==> src/rtl/core_pkg.sv <==
// Shared pipeline hazard types: controller FSM states and forwarding-mux selects.
// Pure declarations, no logic.
package core_pkg;

    localparam int REG_ADDR_W_DFLT = 5;

    typedef enum logic [1:0] {
        RUN        = 2'd0,
        LOAD_STALL = 2'd1,
        MEM_WAIT   = 2'd2,
        FLUSH      = 2'd3
    } hz_state_e;

    typedef enum logic [1:0] {
        FWD_RF  = 2'b00,
        FWD_WB  = 2'b01,
        FWD_MEM = 2'b10
    } fwd_sel_e;

endpackage

==> src/rtl/fwd_select.sv <==
// Operand forwarding select for one EX source register; MEM result beats WB data.
// Latency: combinational, 0 cycles.
// Backpressure: none, pure function of the current pipeline contents.
module fwd_select
    import core_pkg::*;
#(
    parameter int ADDR_W = REG_ADDR_W_DFLT
) (
    input  logic [ADDR_W-1:0] src,
    input  logic [ADDR_W-1:0] mem_rd,
    input  logic              mem_reg_write,
    input  logic [ADDR_W-1:0] wb_rd,
    input  logic              wb_reg_write,
    output logic [1:0]        sel
);

    always_comb begin
        sel = FWD_RF;
        if (mem_reg_write && (mem_rd != '0) && (mem_rd == src)) begin
            sel = FWD_MEM;
        end else if (wb_reg_write && (wb_rd != '0) && (wb_rd == src)) begin
            sel = FWD_WB;
        end
    end

endmodule

==> src/rtl/hazard_ctrl_unit.sv <==
// Pipeline hazard controller: forwarding, load-use stall, branch flush, dmem freeze.
// Latency: control outputs combinational from inputs and the registered FSM state.
// Backpressure: dmem wait freezes every stage; optional counters behind HAZARD_PERF_CNT_EN.
module hazard_ctrl_unit
    import core_pkg::*;
#(
    parameter int REG_ADDR_W  = REG_ADDR_W_DFLT,
    parameter int FLUSH_DEPTH = 3,
    parameter int MEM_TIMEOUT = 15
) (
    input  logic                  clk,
    input  logic                  rstn,
    input  logic [REG_ADDR_W-1:0] id_rs1,
    input  logic [REG_ADDR_W-1:0] id_rs2,
    input  logic                  id_use_rs1,
    input  logic                  id_use_rs2,
    input  logic [REG_ADDR_W-1:0] ex_rs1,
    input  logic [REG_ADDR_W-1:0] ex_rs2,
    input  logic [REG_ADDR_W-1:0] ex_rd,
    input  logic                  ex_mem_read,
    input  logic [REG_ADDR_W-1:0] mem_rd,
    input  logic [REG_ADDR_W-1:0] wb_rd,
    input  logic                  mem_reg_write,
    input  logic                  wb_reg_write,
    input  logic                  branch_taken,
    input  logic                  dmem_req,
    input  logic                  dmem_ready,
    output logic [1:0]            forward_a,
    output logic [1:0]            forward_b,
    output logic                  pc_en,
    output logic                  ifid_en,
    output logic                  idex_en,
    output logic                  exmem_en,
    output logic                  ifid_flush,
    output logic                  idex_flush,
    output logic                  exmem_flush,
    output logic                  memwb_bubble,
    output logic                  mem_timeout,
    output logic [1:0]            state_o
`ifdef HAZARD_PERF_CNT_EN
    ,
    output logic [31:0]           stall_cycles,
    output logic [31:0]           flush_count
`endif
);

    localparam int CNT_W = $clog2(MEM_TIMEOUT + 1);
    localparam logic [CNT_W-1:0] CNT_MAX = CNT_W'(MEM_TIMEOUT);

    hz_state_e        state_q, state_nxt;
    logic [CNT_W-1:0] wait_cnt;
    logic [1:0]       sel_a, sel_b;
    logic             mem_wait, load_use, lu_armed;

    fwd_select #(.ADDR_W(REG_ADDR_W)) u_fwd_a (
        .src(ex_rs1), .mem_rd(mem_rd), .mem_reg_write(mem_reg_write),
        .wb_rd(wb_rd), .wb_reg_write(wb_reg_write), .sel(sel_a)
    );

    fwd_select #(.ADDR_W(REG_ADDR_W)) u_fwd_b (
        .src(ex_rs2), .mem_rd(mem_rd), .mem_reg_write(mem_reg_write),
        .wb_rd(wb_rd), .wb_reg_write(wb_reg_write), .sel(sel_b)
    );

    // Outputs fall back to their idle values while reset is held, regardless of inputs.
    assign forward_a = rstn ? sel_a : FWD_RF;
    assign forward_b = rstn ? sel_b : FWD_RF;

    assign mem_wait = dmem_req && !dmem_ready;
    assign load_use = ex_mem_read && (ex_rd != '0) &&
                      ((id_use_rs1 && (id_rs1 == ex_rd)) ||
                       (id_use_rs2 && (id_rs2 == ex_rd)));
    // The cycle after a flush or a load stall never starts a new load stall.
    assign lu_armed = (state_q == RUN) || (state_q == MEM_WAIT);

    always_comb begin
        pc_en        = 1'b1;
        ifid_en      = 1'b1;
        idex_en      = 1'b1;
        exmem_en     = 1'b1;
        ifid_flush   = 1'b0;
        idex_flush   = 1'b0;
        exmem_flush  = 1'b0;
        memwb_bubble = 1'b0;
        state_nxt    = RUN;
        if (!rstn) begin
            state_nxt = RUN;
        end else if (branch_taken) begin
            ifid_flush  = 1'b1;
            idex_flush  = (FLUSH_DEPTH >= 2);
            exmem_flush = (FLUSH_DEPTH == 3);
            state_nxt   = FLUSH;
        end else if (mem_wait) begin
            pc_en        = 1'b0;
            ifid_en      = 1'b0;
            idex_en      = 1'b0;
            exmem_en     = 1'b0;
            memwb_bubble = 1'b1;
            state_nxt    = MEM_WAIT;
        end else if (load_use && lu_armed) begin
            pc_en      = 1'b0;
            ifid_en    = 1'b0;
            idex_flush = 1'b1;
            state_nxt  = LOAD_STALL;
        end
    end

    always_ff @(posedge clk or negedge rstn) begin
        if (!rstn) begin
            state_q     <= RUN;
            wait_cnt    <= '0;
            mem_timeout <= 1'b0;
        end else begin
            state_q <= state_nxt;
            if (mem_wait && !branch_taken) begin
                if (wait_cnt != CNT_MAX) begin
                    wait_cnt <= wait_cnt + CNT_W'(1);
                end
            end else begin
                wait_cnt <= '0;
            end
            if (wait_cnt == CNT_MAX) begin
                mem_timeout <= 1'b1;
            end
        end
    end

    assign state_o = state_q;

`ifdef HAZARD_PERF_CNT_EN
    always_ff @(posedge clk or negedge rstn) begin
        if (!rstn) begin
            stall_cycles <= '0;
            flush_count  <= '0;
        end else begin
            if (((state_q == LOAD_STALL) || (state_q == MEM_WAIT)) && (stall_cycles != '1)) begin
                stall_cycles <= stall_cycles + 32'd1;
            end
            if (branch_taken && (flush_count != '1)) begin
                flush_count <= flush_count + 32'd1;
            end
        end
    end
`endif

endmodule

==> config.mk <==
export PLATFORM = sky130hd
export DESIGN_NAME = hazard_ctrl_unit
export DESIGN_NICKNAME = d
export VERILOG_FILES = /design/src/rtl/core_pkg.sv /design/src/rtl/fwd_select.sv /design/src/rtl/hazard_ctrl_unit.sv
export SDC_FILE = /design/constraint.sdc
export NUM_CORES = 1
export LEC_CHECK = 0
export CELL_PAD_IN_SITES_DETAIL_PLACEMENT = 1
export CELL_PAD_IN_SITES_GLOBAL_PLACEMENT = 2
export CORE_ASPECT_RATIO = 1.2
export CORE_MARGIN = 10
export CORE_UTILIZATION = 31
export DETAILED_ROUTE_END_ITERATION = 8
export DONT_BUFFER_PORTS = 1
export GPL_ROUTABILITY_DRIVEN = 0
export GPL_TIMING_DRIVEN = 1
export PLACE_DENSITY = 0.77
export SETUP_SLACK_MARGIN = 0.3
export SLEW_MARGIN = 20
export SYNTH_ARGS = -nofsm -noshare
export SYNTH_HDL_FRONTEND = slang
export SYNTH_SLANG_ARGS = --single-unit
export TNS_END_PERCENT = 20
==> constraint.sdc <==
create_clock -name clk -period 2.1 [get_ports clk]
set_input_delay 0.42 -clock clk [delete_from_list [all_inputs] [get_ports clk]]
set_output_delay 0.42 -clock clk [all_outputs]
set_load 0.005 [all_outputs]
==> impl_metrics.env, run 1 <==
export IMPL_status="finished clean"
export IMPL_cp_max_fo=3
export IMPL_synth_area_per_cell_um2=8.830
export IMPL_critPathLaunchType="primary input"
export IMPL_dr_total_vias=648
export IMPL_switching_fraction=0.2633
export IMPL_count_of_final_setup_violators=0
export IMPL_worst_clock_skew_ps=8.258
export IMPL_post_synth_top_area_fraction=0.2280
export IMPL_placed_cells=115
export IMPL_largest_net_degree_at_the_start_of_global_routing=10
export IMPL_clock_tree_root_cell="clkbuf_4"
export IMPL_pin_count=60
export IMPL_detail_route_wirelength_mm=2.491
export IMPL_h_tree_depth=1
export IMPL_grt_remaining_overflow=0
export IMPL_final_min_clock_period_ps=1978
export IMPL_fp_dieW_um=65.45
export IMPL_io_buffers=0
export IMPL_cp_delay_by_family_top="simple AND/OR/NAND/NOR gates"
export IMPL_fin_setup_tns_ps=0
export IMPL_clk_path_buf_depth=2
export IMPL_synthTopCellsByArea="dfrtp_1 23%, xnor2_1 19%, xor2_1 16%"
export IMPL_cts_made_buffers=3
export IMPL_end_kind="output pin"
export IMPL_syn_inst=87
export IMPL_drc=0
export IMPL_rows=19
export IMPL_path_cells="or4_4, o21ai_4, nor4_4, nor4_4"
export IMPL_first_pass_grt_wire_length_mm=3.939
export IMPL_async_flop_share=1.000
export IMPL_fin_hold_ws_ps=297.6
export IMPL_crit_slowest_cell="or4_4"
export IMPL_drt_first_pass_iters=4
export IMPL_post_dp_cell_area_um2=784.5
export IMPL_power_static_leakage_nw=0.3087
export IMPL_nets=136
export IMPL_critical_path_most_common_cell="nor4_4"
export IMPL_hpwlAfterDp_mm=2.160
export IMPL_post_drt_wl_per_cell_um=20.76
export IMPL_cp_required_ps=1680
export IMPL_post_synth_instance_area_um2=768.2
export IMPL_hold_path_class="primary input to flop"
export IMPL_layout_cell_area_non_filler_um2=855.8
export IMPL_post_route_period_util=0.9420
export IMPL_synthesis_nets=133
export IMPL_powerDensity_mw_per_mm2=411.8
export IMPL_p_comb_frac=0.246
export IMPL_final_cells=120
export IMPL_tritoncts="yes"
export IMPL_drv_max_cap_violation_count=0
export IMPL_worst_path_buf_inv=0
export IMPL_fmaxAchievable_mhz=505.5
export IMPL_p_int_mw=0.2596
export IMPL_netSwitchingPower_mw=0.09278
export IMPL_clk_transition_reported_paths_ps=50
export IMPL_die_h_um=74.53
export IMPL_detailedRoute_firstIterationViolations=15
export IMPL_peakVddDrop_v=0.0002010
export IMPL_route_detailed_vias_per_inst=5.400
export IMPL_yosys_register_bits=7
export IMPL_rsz_0062_raised_after_global_routing="true"
export IMPL_power_clock_fraction=0.353
export IMPL_fp_coreArea_mm2=0.002330
export IMPL_crit_path_max_incr_delay_ps=530
export IMPL_worst_ep_arrival_time_ps=1560
export IMPL_antenna_violating_nets_post_route=0
export IMPL_numClockSinks=7
export IMPL_grt_total_usage=0.1038
export IMPL_slew_limit_headroom=0.6951
export IMPL_synth_edff_count=0
export IMPL_finalPower_mw=0.3524
export IMPL_fp_dieArea_mm2=0.004878
export IMPL_finalHoldViolations=0
export IMPL_grt_antenna_before_repair=0
export IMPL_critical_path_class="primary input to output pin"
export IMPL_worst_slew_pin_slew_ps=453.2
export IMPL_yosysSeqAreaShare=0.2280
export IMPL_yosysUniqueCellTypes=27
export IMPL_synth_ff_type="dfrtp_1"
export IMPL_drive_above_1_share=0.08989
export IMPL_antenna_diode_count=0
export IMPL_yosys_warnings=0
export IMPL_clock_insertion_delay_worst_skew_ps=250
export IMPL_grt_pass1_vias=778
export IMPL_area_growth_pct=11.40
export IMPL_initial_utilization=0.3298
export IMPL_yosysTopAreaCell="dfrtp_1"
export IMPL_power_share_sequential=0.401
export IMPL_slew_violations=0
-- what timing repair did --
| action | 4_1_cts | 5_1_grt |
|---|---|---|
| endpoints found under the hold margin | 7 | 0 |
| endpoints found under the setup margin | 4 | 4 |
| pin swaps | 0 | 2 |
| buffers inserted | 0 | 0 |
| gates resized for setup | 2 | 3 |
| hold buffers | 1 | 0 |
-- power groups by stage --
| stage | Combinational (mW) | Clock, mW | Sequential [mW] |
|---|---|---|---|
| 6_report | 0.0865 | 0.124 | 0.141 |
| 5_1_grt | 0.0957 | 0.137 | 0.142 |
| 4_1_cts | 0.0840 | 0.126 | 0.142 |
| 3_5_place_dp | 0.0759 | 0 | 0.144 |
| 3_3_place_gp | 0.0744 | 0 | 0.144 |
| 2_1_floorplan | 0.0695 | 0 | 0.143 |
-- layer usage --
layer,part of all wire,vias up,wire length (µm),GRT usage
met4,0.014,0,36,0.03571
met2,0.53,41,1315,0.2009
met5,0,-,0,0
li1,-,309,-,-
met3,0.17,2,417,0.06757
met1,0.29,296,721,0.08092
-- final timing paths --
kind / startpoint / end / slack (ps) / cells after the start
worst max-delay path: mem_rd[1] / forward_b[0] / 120 / 4
worst min-delay path: rstn / state_o[1] / 300 / 1
worst max register to register: wait_cnt[0] / wait_cnt[1] / 880 / 4
worst min register to register: mem_timeout / mem_timeout / 510 / 1
max in group asynchronous: rstn / state_o[0] / 1330 / 1
min in group asynchronous: rstn / wait_cnt[2] / 510 / 1
-- logic make-up after synthesis --
logic type / share of synthesized area
adder cells (fa/ha/maj): 0.01628
AO/OA/AOI/OAI: 0.06842
multiplexers: 0.01303
buffers and inverters: 0.03420
XOR/XNOR: 0.3534
AND/OR/NAND/NOR: 0.2866
flip-flops: 0.2280
-- cell usage in the layout, fill, tap and decap left out, types with 2 or more instances in the layout --
| cell type | synthesis | final |
|---|---|---|
| xnor2_1 | 17 | 17 |
| xor2_1 | 14 | 14 |
| dfrtp_1 | 7 | 7 |
| nor2_1 | 5 | 5 |
| nand2_1 | 4 | 4 |
| nand3_1 | 4 | 4 |
| nor3_1 | 3 | 3 |
| and2_1 | 3 | 3 |
| or4_1 | 4 | 3 |
| clkbuf_4 | 0 | 3 |
| nand4_1 | 2 | 2 |
| nor3b_1 | 2 | 2 |
| nor4_4 | 0 | 2 |
| a31oi_1 | 2 | 2 |
| nand2b_1 | 2 | 2 |
-- per-stage QoR --
stage / util / setup WS, ps
floorplan: - / 274.7
global placement: 0.3367 / 207.6
detailed placement: 0.3367 / 149.3
CTS: 0.3588 / 152.0
global route: 0.3673 / 69.25
finish: 0.3673 / 121.8
-- synth_stat cells, types with 3 or more instances --
master / count
nand3_1: 4
nand2_1: 4
dfrtp_1: 7
buf_4: 3
xnor2_1: 17
xor2_1: 14
and2_1: 3
or4_1: 4
nor3_1: 3
nor2_1: 5
-- registers in the layout, summed over array words and instances, names as in the netlist --
| name | cells |
|---|---|
| state_o | 2 |
| wait_cnt | 4 |
| mem_timeout | 1 |
-- area by class of cell --
cell class | instances | area, µm²
repair buffers | 1 | 10.01
clock buffers | 4 | 26.28
inverters | 1 | 3.754
flip-flops and latches | 7 | 175.2
well taps | 31 | 38.79
multi-input cells | 76 | 601.8
fillers | 300 | 1474
(Power assumes the default switching activity.)
==> inputs of run 2 (changes only) <==
- CAP_MARGIN: unset -> 20
- SKIP_CTS_REPAIR_TIMING: unset -> 1
==> run 2 against run 1 <==
Maximum frequency is 0.31% lower. Flip-flop and latch count unchanged. Combinational power about the same. Largest cell class unchanged. Highest routed layer unchanged.
==> impl_metrics.env, run 2 (synthesis results as in run 1) <==
export IMPL_cp_max_fo=3
export IMPL_status="finished clean"
export IMPL_grt_total_usage=0.1001
export IMPL_worst_path_buf_inv=0
export IMPL_detailedRoute_firstIterationViolations=13
export IMPL_initial_utilization=0.3298
export IMPL_power_static_leakage_nw=0.3087
export IMPL_final_fill_count=300
export IMPL_layout_setup_ws_ps=115.8
export IMPL_fp_coreArea_mm2=0.002330
export IMPL_area_growth_pct=11.40
export IMPL_io_buffers=0
export IMPL_drive_above_1_share=0.08989
export IMPL_hpwlAfterDp_mm=2.160
export IMPL_antenna_diode_count=0
export IMPL_fp_dieW_um=65.45
export IMPL_fmaxAchievable_mhz=504.0
export IMPL_clock_insertion_delay_worst_skew_ps=250
export IMPL_critPathLaunchType="primary input"
export IMPL_cts_made_buffers=3
export IMPL_hold_path_class="primary input to flop"
export IMPL_post_route_period_util=0.9449
export IMPL_ff_latch_area_um2=175.2
export IMPL_largest_register="wait_cnt"
export IMPL_detail_route_wirelength_mm=2.481
export IMPL_crit_slowest_cell="or4_4"
export IMPL_die_h_um=74.53
export IMPL_grt_pass1_vias=763
export IMPL_tritoncts="yes"
export IMPL_drt_first_pass_iters=4
export IMPL_count_of_final_setup_violators=0
export IMPL_multi_input_area_um2=601.8
export IMPL_cp_delay_by_family_top="simple AND/OR/NAND/NOR gates"
export IMPL_pin_count=60
export IMPL_clk_path_buf_depth=2
export IMPL_drv_max_cap_violation_count=0
export IMPL_grt_antenna_before_repair=0
export IMPL_slew_violations=0
export IMPL_drc=0
export IMPL_fin_setup_tns_ps=0
export IMPL_worst_slew_pin_slew_ps=471.9
export IMPL_path_cells="or4_4, o21ai_4, nor4_4, nor4_4"
export IMPL_final_min_clock_period_ps=1984
export IMPL_clock_tree_root_cell="clkbuf_4"
export IMPL_nets=136
export IMPL_grt_remaining_overflow=0
export IMPL_end_kind="output pin"
export IMPL_clk_transition_reported_paths_ps=50
export IMPL_rows=19
export IMPL_critical_path_most_common_cell="nor4_4"
export IMPL_route_detailed_vias_per_inst=5.442
export IMPL_antenna_violating_nets_post_route=0
export IMPL_finalHoldViolations=0
export IMPL_dpl_worst_slack_ps=149.3
export IMPL_highest_count_cells_in_the_layout_ignoring_fill_and_taps="17 x xnor2_1, 14 x xor2_1, 7 x dfrtp_1"
export IMPL_cp_required_ps=1680
export IMPL_slew_limit_headroom=0.6825
export IMPL_most_common_cell_after_layout_fill_and_taps_aside="xnor2_1"
export IMPL_worst_clock_skew_ps=8.309
export IMPL_fp_dieArea_mm2=0.004878
export IMPL_critical_path_class="primary input to output pin"
export IMPL_worst_ep_arrival_time_ps=1560
export IMPL_numClockSinks=7
export IMPL_post_drt_wl_per_cell_um=20.68
export IMPL_largest_net_degree_at_the_start_of_global_routing=16
export IMPL_rsz_0062_raised_after_global_routing="true"
export IMPL_dr_total_vias=653
export IMPL_peakVddDrop_v=0.0002011
export IMPL_largest_register_ff_count=4
export IMPL_h_tree_depth=1
export IMPL_powerDensity_mw_per_mm2=412.0
export IMPL_first_pass_grt_wire_length_mm=3.822
export IMPL_crit_path_max_incr_delay_ps=530
run 2: cell counts in the layout (fill, tap and decap cells not counted):
Identical to the previous run, type by type.
run 2: worst reg2reg max path, stage by stage, from the launching register on:
cell	delay (ps)
dfrtp_1	420
ha_1	270
nand3_1	170
mux2i_1	200
nor2_1	50
run 2: layer usage:
| metal | part of all wire | track usage |
|---|---|---|
| met1 | 0.28 | 0.07751 |
| met2 | 0.52 | 0.1857 |
| met3 | 0.17 | 0.06757 |
| met4 | 0.030 | 0.05000 |
| met5 | 0 | 0 |
run 2: worst paths after layout:
check / start / end / slack, ps / cells after the start
worst max-delay path: mem_rd[1] / forward_b[0] / 120 / 4
worst min-delay path: rstn / state_o[1] / 300 / 1
worst max register to register: wait_cnt[0] / wait_cnt[1] / 880 / 4
worst min register to register: mem_timeout / mem_timeout / 510 / 1
max in group asynchronous: rstn / state_o[1] / 1330 / 1
min in group asynchronous: rstn / wait_cnt[2] / 510 / 1
run 2: cell type report:
class                   count  share of cell area
inverters                   1            0.004386
multi-input cells          76              0.7032
flip-flops and latches      7              0.2047
repair buffers              1             0.01170
well taps                  31             0.04532
clock buffers               4             0.03070
run 2: per-stage QoR:
stage | hold WS [ps] | cell area (µm²) | cells | total power [mW] | utilization
floorplan | 124.4 | 768.2 | 87 | 0.2124 | -
global placement | 124.8 | 784.5 | 115 | 0.2181 | 0.3367
detailed placement | 124.8 | 784.5 | 115 | 0.2199 | 0.3367
CTS | -141.6 | 810.8 | 119 | 0.3433 | 0.3480
global route | 290.7 | 855.8 | 120 | 0.3748 | 0.3673
finish | 297.6 | 855.8 | 120 | 0.3526 | 0.3673
run 2: power breakdown:
part / switching [mW] / internal, mW
Combinational: 0.0380 / 0.0488
Clock: 0.0518 / 0.0727
Sequential: 0.00319 / 0.138
==> inputs of run 3 (changes only) <==
- GPL_TIMING_DRIVEN: 1 -> 0
- RECOVER_POWER: unset -> 50
==> run 3 against run 2 <==
Maximum frequency is 3.5% higher. Global-route usage increased by 0.36 points. Routed wire length up 4.6%. Combinational power decreased by 0.7%. First-iteration DRC count increased by 62%. Setup slack improved by 66 ps. Largest cell class unchanged.
==> impl_metrics.env, run 3 (synthesis results as in run 1) <==
export IMPL_fin_setup_tns_ps=0
export IMPL_drc=0
export IMPL_worst_path_buf_inv=0
export IMPL_numClockSinks=7
export IMPL_dpl_worst_slack_ps=167.1
export IMPL_dr_total_vias=687
export IMPL_fmaxAchievable_mhz=521.5
export IMPL_count_of_final_setup_violators=0
export IMPL_antenna_violating_nets_post_route=0
export IMPL_crit_path_max_incr_delay_ps=580
export IMPL_slew_violations=0
export IMPL_clock_tree_root_cell="clkbuf_4"
export IMPL_route_detailed_vias_per_inst=5.585
export IMPL_post_drt_wl_per_cell_um=21.11
export IMPL_cp_max_fo=3
export IMPL_pin_count=60
export IMPL_end_kind="output pin"
export IMPL_drv_max_cap_violation_count=0
export IMPL_die_h_um=74.53
export IMPL_detail_route_wirelength_mm=2.596
export IMPL_power_static_leakage_nw=0.3164
export IMPL_finalPower_mw=0.3511
export IMPL_grt_pass1_vias=844
export IMPL_path_cells="or4_1, o211ai_1, or4_1, nor4_4"
export IMPL_tritoncts="yes"
export IMPL_final_cells=123
export IMPL_area_growth_pct=11.73
export IMPL_final_min_clock_period_ps=1918
export IMPL_initial_utilization=0.3298
export IMPL_post_dp_cell_area_um2=807.0
export IMPL_rsz_0062_raised_after_global_routing="true"
export IMPL_hold_path_class="primary input to flop"
export IMPL_largest_register_ff_count=4
export IMPL_layout_setup_ws_ps=182.3
export IMPL_h_tree_depth=1
export IMPL_worst_clock_skew_ps=0.4815
export IMPL_finalHoldViolations=0
export IMPL_critPathLaunchType="primary input"
export IMPL_nets=139
export IMPL_fp_coreArea_mm2=0.002330
export IMPL_io_buffers=0
export IMPL_grt_remaining_overflow=0
export IMPL_powerDensity_mw_per_mm2=409.1
export IMPL_final_fill_count=301
export IMPL_drive_above_1_share=0.1087
export IMPL_first_pass_grt_wire_length_mm=4.064
export IMPL_crit_slowest_cell="or4_1"
export IMPL_rows=19
export IMPL_critical_path_most_common_cell="or4_1"
export IMPL_clock_insertion_delay_worst_skew_ps=250
export IMPL_post_route_period_util=0.9132
export IMPL_cts_made_buffers=3
export IMPL_clk_transition_reported_paths_ps=50
export IMPL_largest_net_degree_at_the_start_of_global_routing=16
export IMPL_most_common_cell_after_layout_fill_and_taps_aside="xnor2_1"
export IMPL_worst_ep_arrival_time_ps=1500
export IMPL_hpwlAfterDp_mm=2.315
export IMPL_fp_dieArea_mm2=0.004878
export IMPL_slew_limit_headroom=0.6765
export IMPL_worst_slew_pin_slew_ps=480.9
export IMPL_cp_delay_by_family_top="simple AND/OR/NAND/NOR gates"
export IMPL_clk_path_buf_depth=2
export IMPL_placed_cells=118
export IMPL_grt_total_usage=0.1037
export IMPL_largest_register="wait_cnt"
export IMPL_grt_antenna_before_repair=0
export IMPL_drt_first_pass_iters=4
export IMPL_cp_required_ps=1680
export IMPL_status="finished clean"
export IMPL_layout_cell_area_non_filler_um2=858.3
export IMPL_detailedRoute_firstIterationViolations=21
export IMPL_critical_path_class="primary input to output pin"
export IMPL_fp_dieW_um=65.45
export IMPL_peakVddDrop_v=0.0001521
export IMPL_antenna_diode_count=0
export IMPL_highest_count_cells_in_the_layout_ignoring_fill_and_taps="17 x xnor2_1, 14 x xor2_1, 7 x dfrtp_1"
run 3: cell types whose count changed in the layout (fill, tap and decap cells not counted), sizes merged:
| cell | previous run | this run |
|---|---|---|
| buf | 0 | 3 |
run 3: worst register-to-register path: stages (launching register included):
cell     delay [ps]
dfrtp_1         430
ha_1            270
nand3_1         170
mux2i_1         220
nor2_1           60
run 3: worst paths after layout:
check	start	end	slack (ps)	depth (start not counted)
min in group asynchronous	rstn	state_o[0]	500	1
worst min-delay path	rstn	state_o[1]	300	1
worst max-delay path	wb_rd[2]	forward_b[0]	180	4
worst min register to register	mem_timeout	mem_timeout	500	1
max in group asynchronous	rstn	wait_cnt[0]	1360	1
worst max register to register	wait_cnt[0]	wait_cnt[1]	840	4
run 3: cell type report:
cell class | instances | area, µm² | area share
sequential | 7 | 175.2 | 0.2041
buffer | 3 | 22.52 | 0.02624
multi-input combinational | 76 | 581.8 | 0.6778
inverter | 1 | 3.754 | 0.004373
tap | 31 | 38.79 | 0.04519
clock buffer | 4 | 26.28 | 0.03061
timing repair buffer | 1 | 10.01 | 0.01166
run 3: power by group:
| group | internal, mW | switching (mW) |
|---|---|---|
| clock | 0.0726 | 0.0509 |
| sequential | 0.138 | 0.00327 |
| combinational | 0.0497 | 0.0364 |
run 3: stage by stage:
step / hold WS (ps) / util
final: 298.6 / 0.3684
after global routing: 287.1 / 0.3684
after CTS: -146.9 / 0.3577
after global placement: 124.8 / 0.3464
after detailed placement: 124.9 / 0.3464
after floorplan: 124.4 / -
run 3: metal layers:
| layer | vias to the layer above | track usage | wire, µm |
|---|---|---|---|
| li1 | 314 | - | - |
| met1 | 327 | 0.07398 | 734 |
| met2 | 44 | 0.2085 | 1406 |
| met3 | 2 | 0.06907 | 440 |
| met4 | 0 | 0.03571 | 14 |
| met5 | - | 0 | 0 |
